`config.mk`:
```
export PLATFORM = sky130hd
export DESIGN_NAME = alu_mul_seq
export DESIGN_NICKNAME = d
export VERILOG_FILES = /design/src/rtl/alu_mul_seq.sv
export SDC_FILE = /design/constraint.sdc
export NUM_CORES = 1
export LEC_CHECK = 0
export BUFFER_PORTS_ARGS = -buffer_cell sky130_fd_sc_hd__buf_2
export CORE_ASPECT_RATIO = 0.9
export CORE_MARGIN = 2
export CORE_UTILIZATION = 40
export DETAILED_ROUTE_END_ITERATION = 12
export GPL_TIMING_DRIVEN = 1
export PLACE_DENSITY_LB_ADDON = 0.25
export SLEW_MARGIN = 5
export SYNTH_ARGS = -nofsm -noshare
export SYNTH_HDL_FRONTEND = slang
export SYNTH_SLANG_ARGS = --single-unit
```
`constraint.sdc`:
```
create_clock -name Clock -period 3.9 [get_ports Clock]
set_input_delay 0 -clock Clock [delete_from_list [all_inputs] [get_ports Clock]]
set_output_delay 0 -clock Clock [all_outputs]
set_load 0.005 [all_outputs]
```
`src/rtl/alu_mul_seq.sv`:
```
// Shift-and-add 16x16 multiply sequencer that borrows the shared ALU (ADD/LSL).
// Optional build macro: MUL_EARLY_EXIT_EN stops the loop after the highest set multiplier bit.

`ifndef FLAGS_C
`define FLAGS_C 1
`endif

package opcodes;
    typedef enum logic [3:0] {
        ADD = 4'd0,
        SUB = 4'd1,
        AND = 4'd2,
        OR  = 4'd3,
        XOR = 4'd4,
        LSL = 4'd5,
        LSR = 4'd6,
        ASR = 4'd7
    } Opcode_t;
endpackage

module alu_mul_seq (
    input  logic             Clock,
    input  logic             Reset,
    input  logic             Start,
    input  logic [15:0]      OpA,
    input  logic [15:0]      OpB,
    output logic             Busy,
    output logic             Done,
    output logic [15:0]      Product,
    output logic             Overflow,
    output logic             AluReq,
    output logic [15:0]      AluOp1,
    output logic [15:0]      AluOp2,
    output opcodes::Opcode_t AluOpCode,
    output logic             AluCarryIn,
    input  logic [15:0]      AluResult,
    input  logic [3:0]       AluFlags
);

    typedef enum logic [1:0] {
        S_IDLE  = 2'd0,
        S_ADD   = 2'd1,
        S_SHIFT = 2'd2,
        S_DONE  = 2'd3
    } state_t;

`ifdef MUL_EARLY_EXIT_EN
    localparam logic EARLY_EXIT = 1'b1;
`else
    localparam logic EARLY_EXIT = 1'b0;
`endif

    // Another SHIFT is needed unless the counter is exhausted (or, early exit, no bits remain).
    function automatic logic more_f(input logic [14:0] mp_hi, input logic [3:0] cnt);
        return (cnt != 4'd15) && (!EARLY_EXIT || (mp_hi != 15'd0));
    endfunction

    state_t            state_r, state_s;
    logic [15:0]       acc_r, acc_s;
    logic [15:0]       mcand_r, mcand_s;
    logic [15:0]       mplier_r, mplier_s;
    logic [3:0]        count_r, count_s;
    logic              ovf_r, ovf_s;
    logic [15:0]       op1_s, op2_s;
    opcodes::Opcode_t  opc_s;
    logic [15:0]       mplier_shr_s;
    logic              unused_flags_s;

    assign mplier_shr_s   = mplier_r >> 1;
    assign unused_flags_s = ^AluFlags;
    assign AluCarryIn     = 1'b0;

    // Next-state and datapath update for the shift-and-add loop.
    always_comb begin
        state_s  = state_r;
        acc_s    = acc_r;
        mcand_s  = mcand_r;
        mplier_s = mplier_r;
        count_s  = count_r;
        ovf_s    = ovf_r;
        case (state_r)
            S_IDLE: begin
                if (Start) begin
                    acc_s    = 16'd0;
                    mcand_s  = OpA;
                    mplier_s = OpB;
                    count_s  = 4'd0;
                    ovf_s    = 1'b0;
                    if (OpB[0]) begin
                        state_s = S_ADD;
                    end else if (more_f(OpB[15:1], 4'd0)) begin
                        state_s = S_SHIFT;
                    end else begin
                        state_s = S_DONE;
                    end
                end else begin
                    state_s = S_IDLE;
                end
            end
            S_ADD: begin
                acc_s = AluResult;
                ovf_s = ovf_r | AluFlags[`FLAGS_C];
                if (more_f(mplier_r[15:1], count_r)) begin
                    state_s = S_SHIFT;
                end else begin
                    state_s = S_DONE;
                end
            end
            S_SHIFT: begin
                mcand_s  = AluResult;
                mplier_s = mplier_shr_s;
                count_s  = count_r + 4'd1;
                // A bit shifted out of Mcand is lost product if any multiplier bit is still pending.
                ovf_s    = ovf_r | (mcand_r[15] & (mplier_shr_s != 16'd0));
                if (mplier_shr_s[0]) begin
                    state_s = S_ADD;
                end else if (more_f(mplier_shr_s[15:1], count_s)) begin
                    state_s = S_SHIFT;
                end else begin
                    state_s = S_DONE;
                end
            end
            S_DONE: begin
                state_s = S_IDLE;
            end
            default: begin
                state_s = S_IDLE;
            end
        endcase
    end

    // ALU operands for the state being entered, so the registered outputs line up with it.
    always_comb begin
        op1_s = 16'd0;
        op2_s = 16'd0;
        opc_s = opcodes::ADD;
        case (state_s)
            S_ADD: begin
                op1_s = acc_s;
                op2_s = mcand_s;
                opc_s = opcodes::ADD;
            end
            S_SHIFT: begin
                op1_s = mcand_s;
                op2_s = 16'd1;
                opc_s = opcodes::LSL;
            end
            default: begin
                op1_s = 16'd0;
                op2_s = 16'd0;
                opc_s = opcodes::ADD;
            end
        endcase
    end

    // State, datapath and registered output update.
    always_ff @(posedge Clock) begin
        if (Reset) begin
            state_r   <= S_IDLE;
            acc_r     <= 16'd0;
            mcand_r   <= 16'd0;
            mplier_r  <= 16'd0;
            count_r   <= 4'd0;
            ovf_r     <= 1'b0;
            Busy      <= 1'b0;
            Done      <= 1'b0;
            AluReq    <= 1'b0;
            AluOp1    <= 16'd0;
            AluOp2    <= 16'd0;
            AluOpCode <= opcodes::ADD;
            Product   <= 16'd0;
            Overflow  <= 1'b0;
        end else begin
            state_r   <= state_s;
            acc_r     <= acc_s;
            mcand_r   <= mcand_s;
            mplier_r  <= mplier_s;
            count_r   <= count_s;
            ovf_r     <= ovf_s;
            Busy      <= (state_s != S_IDLE);
            Done      <= (state_s == S_DONE);
            AluReq    <= (state_s == S_ADD) || (state_s == S_SHIFT);
            AluOp1    <= op1_s;
            AluOp2    <= op2_s;
            AluOpCode <= opc_s;
            if (state_s == S_DONE) begin
                Product  <= acc_s;
                Overflow <= ovf_s;
            end
        end
    end

endmodule

```
==> out/qor.txt <==
number of synthesis warnings -> 0
Root Driver -> clkbuf_16
Setup Skew -> 0.00856 ns
Num CTS Buffers -> 9
crit path time final -> 2.93 ns
Worst Path Buf+Inv -> 3
Hold Path Origin -> OpB[1]
io pins -> 112
P_int -> 1800 uW
core area -> 10700 sq um
CTS Buffer Depth -> 2
largest fanout on the critical path -> 38
Fmax -> 341 MHz
Critical Path Start Type -> register
via density per instance -> 5.09
# rows -> 36
Die X -> 114 um
Congestion Overflow GR -> 0
VDD IR-drop max -> 0.193 mV
RSZ-0062 raised after global routing -> no
overall power -> 2400 uW
HPWL reported at the end of detailed placement -> 6720 um
status -> complete, no violations
PwrDens -> 443 nW/um^2
DRT Pass-1 Iters -> 4
post-synth cell types -> 39
antenna violations before repair -> 0
antenna viol nets, final -> 0
CTS Sinks -> 107
WS Path Type -> reg -> reg
final WL -> 10400 um
Finished Cell Area -> 5410 sq um
Die Height -> 103 um
Crit. Startpoint -> state_r[0]$_SDFF_PP0_
initial core utilization -> 0.405
Synth area leaders -> dfxtp_1 49%, nor2_1 7.3%, a22oi_4 4.9%
Filler cells -> 1014
placed cell area -> 4890 sq um
worst skew pair latency -> 0.34 ns
Setup TNS Final -> 0 ns
port bufs -> 105
largest net degree at the start of global routing -> 75
CP Capture Type -> register
Net Sw Frac -> 0.251
Mapped Avg Cell Area -> 10.2 sq um
CP cell instances -> inv_1 -> ha_2 -> buf_4 -> a21oi_1 -> o22a_1 -> inv_1 -> ha_1 -> nor2_1 -> nand2_1 -> o22ai_1
die area -> 11700 sq um
largest area contributor in the synthesized netlist -> dfxtp_1
CTS tree -> built
first-pass GRT wire length -> 16400 um
fin crit share -> 0.752
CP Capture Point -> AluOp1[7]$_SDFF_PP0_
post-synthesis sequential area ratio -> 0.493
fraction of layout cells with a size suffix above 1 -> 0.320
Clk pwr share -> 0.380
Logic pwr share -> 0.130
Worst Path Arrival -> 3.18 ns
DRC violations left -> 0
total stage count of the critical path -> 10
reg2reg end -> AluOp1[7]$_SDFF_PP0_
nets -> 601
Cells after Synth -> 424
Antenna Cells -> 0
H-tree depth -> 3
CP delay by family, top -> compound AO/OA/AOI/OAI gates
Crit path top cell by count -> inv_1
register bit total from synthesis -> 107
Slew HR -> 0.352
Wirelength per Cell -> 15.4 um
Sw Pwr -> 602 uW
CTS clk-pin slew, worst paths -> 0.07 ns
Req. time, crit path -> 4.14 ns
slowest stage delay, CP -> 0.50 ns
cell area after synthesis -> 4340 sq um
Seq pwr share -> 0.490
Max Slew Vio Count -> 0
ys async rst share -> 0
EDFF count, synth -> 0
Final Setup Violations -> 0
GP Congestion -> 0.775
top_reg_cell synth -> dfxtp_1
Worst Tran Pin Value -> 0.971 ns
type of the worst min-delay path -> in -> reg
FF-to-FF setup slack -> 0.97 ns
R2R cell count -> 10
vias in the first global route -> 3229
DR iter-0 viols -> 156
Leak -> 0.00241 uW
reg2reg start -> state_r[0]$_SDFF_PP0_
P&R area growth vs syn -> 24.7%
number of max-cap violations -> 0
total global-route track usage -> 0.178
endpoints failing hold -> 0
total vias in the final route -> 3432
slowest CP cell -> nand2_1
top cell type's share of synthesized area -> 0.493
## through the flow
step                      worst slack, ns  hold slack [ns]  instances  utilization
final                               0.967           0.0123        674        0.505
after global routing                0.682           0.0180        674        0.505
after CTS                           0.968          0.00438        674        0.505
after detailed placement            0.995            0.232        636        0.456
after global placement               1.06            0.233        636        0.456
after floorplan                      1.54           0.0893        426            -
## power by group through the flow
| stage | logic [uW] | registers (uW) | clock network (uW) |
|---|---|---|---|
| floorplan | 215 | 1200 | 0 |
| global placement | 289 | 1200 | 0 |
| detailed placement | 295 | 1200 | 0 |
| CTS | 314 | 1180 | 933 |
| global route | 346 | 1180 | 967 |
| finish | 312 | 1180 | 912 |
## cells in the mapped netlist (2+ instances only)
cell and count:
buf_2 6, a41oi_1 2, a22o_1 16, a21oi_1 19
a22oi_1 7, inv_1 7, a211oi_1 20, nand2_1 7
nor4_1 3, a22oi_4 10, mux2i_1 14, nor3_1 3
dfxtp_1 107, nor2_1 84, ha_1 10, nor2b_1 3
nand3_1 4, and2_1 4, a21oi_2 4, o21ai_0 7
nand2b_1 5, mux2_2 16, buf_4 11, clkbuf_1 16
a211oi_2 10, o22ai_1 16
## state kept, by name (all words and copies together), names as in the netlist
signal     count
Done           1
AluOp1        16
acc_r         16
AluOpCode      1
AluReq         1
Product       16
count_r        4
Overflow       1
Busy           1
ovf_r          1
mcand_r       16
mplier_r      15
AluOp2        16
state_r        2
## worst min path at each step
| stage | depth (start not counted) | slack (ns) | to |
|---|---|---|---|
| after floorplan | 1 | 0.09 | AluReq$_SDFF_PP0_ |
| after global placement | 2 | 0.23 | AluReq$_SDFF_PP0_ |
| after detailed placement | 2 | 0.23 | AluReq$_SDFF_PP0_ |
| after CTS | 3 | 0.004 | mplier_r[2]$_SDFFE_PP0P_ |
| after global routing | 3 | 0.02 | mplier_r[7]$_SDFFE_PP0P_ |
| final | 3 | 0.01 | mplier_r[1]$_SDFFE_PP0P_ |
## timing repair
action | 4_1_cts | 5_1_grt
hold endpoints to repair | 27 | 0
resized for setup | 0 | 0
hold buffers | 22 | 0
setup buffers | 0 | 0
## worst register-to-register path, stage by stage, from the launching register on
cell     delay [ns]
dfxtp_1        0.33
inv_1          0.09
ha_2           0.18
buf_4          0.46
a21oi_1        0.15
o22a_1         0.26
inv_1          0.11
ha_1           0.23
nor2_1         0.17
nand2_1        0.50
o22ai_1        0.37
## final cells by class
cell class / instances / area [sq um] / area share
repair buffers: 134 / 798 / 0.147
clock buffers: 10 / 239 / 0.0441
multi-input cells: 277 / 1980 / 0.366
well taps: 133 / 166 / 0.0307
inverters: 7 / 26.3 / 0.00485
flip-flops and latches: 107 / 2140 / 0.396
clock inverters: 6 / 62.6 / 0.0116
## layer usage
metal  up-vias  track usage  share of wire
met5         -            0              0
met4         0       0.0497          0.013
met3        11       0.0353          0.053
met2       102        0.289           0.45
met1      1589        0.244           0.48
li1       1730            -              -
## placed cells by master, fill, tap and decap left out, types with 7 or more instances in the layout
cell type and n:
a211oi_1 20, dlygate4sd3_1 22, a22oi_4 10, a22oi_1 7
nand2_1 7, a21oi_1 19, ha_1 9, clkbuf_16 9
nor2_1 84, o22ai_1 16, inv_1 7, mux2i_1 14
buf_4 7, o21ai_0 7, dfxtp_1 107, buf_2 105
a211oi_2 10, a22o_1 16, mux2_2 16
## logic make-up after synthesis
kind of cell / Yosys count / share of synthesized area
buf+inv: 42 / 0.0530
simple gates: 118 / 0.118
fa+ha+maj: 10 / 0.0288
compound gates: 116 / 0.232
other cells: 1 / 0.000864
mux: 30 / 0.0738
flops: 107 / 0.493
No activity file was read; power rests on OpenSTA's default activity.
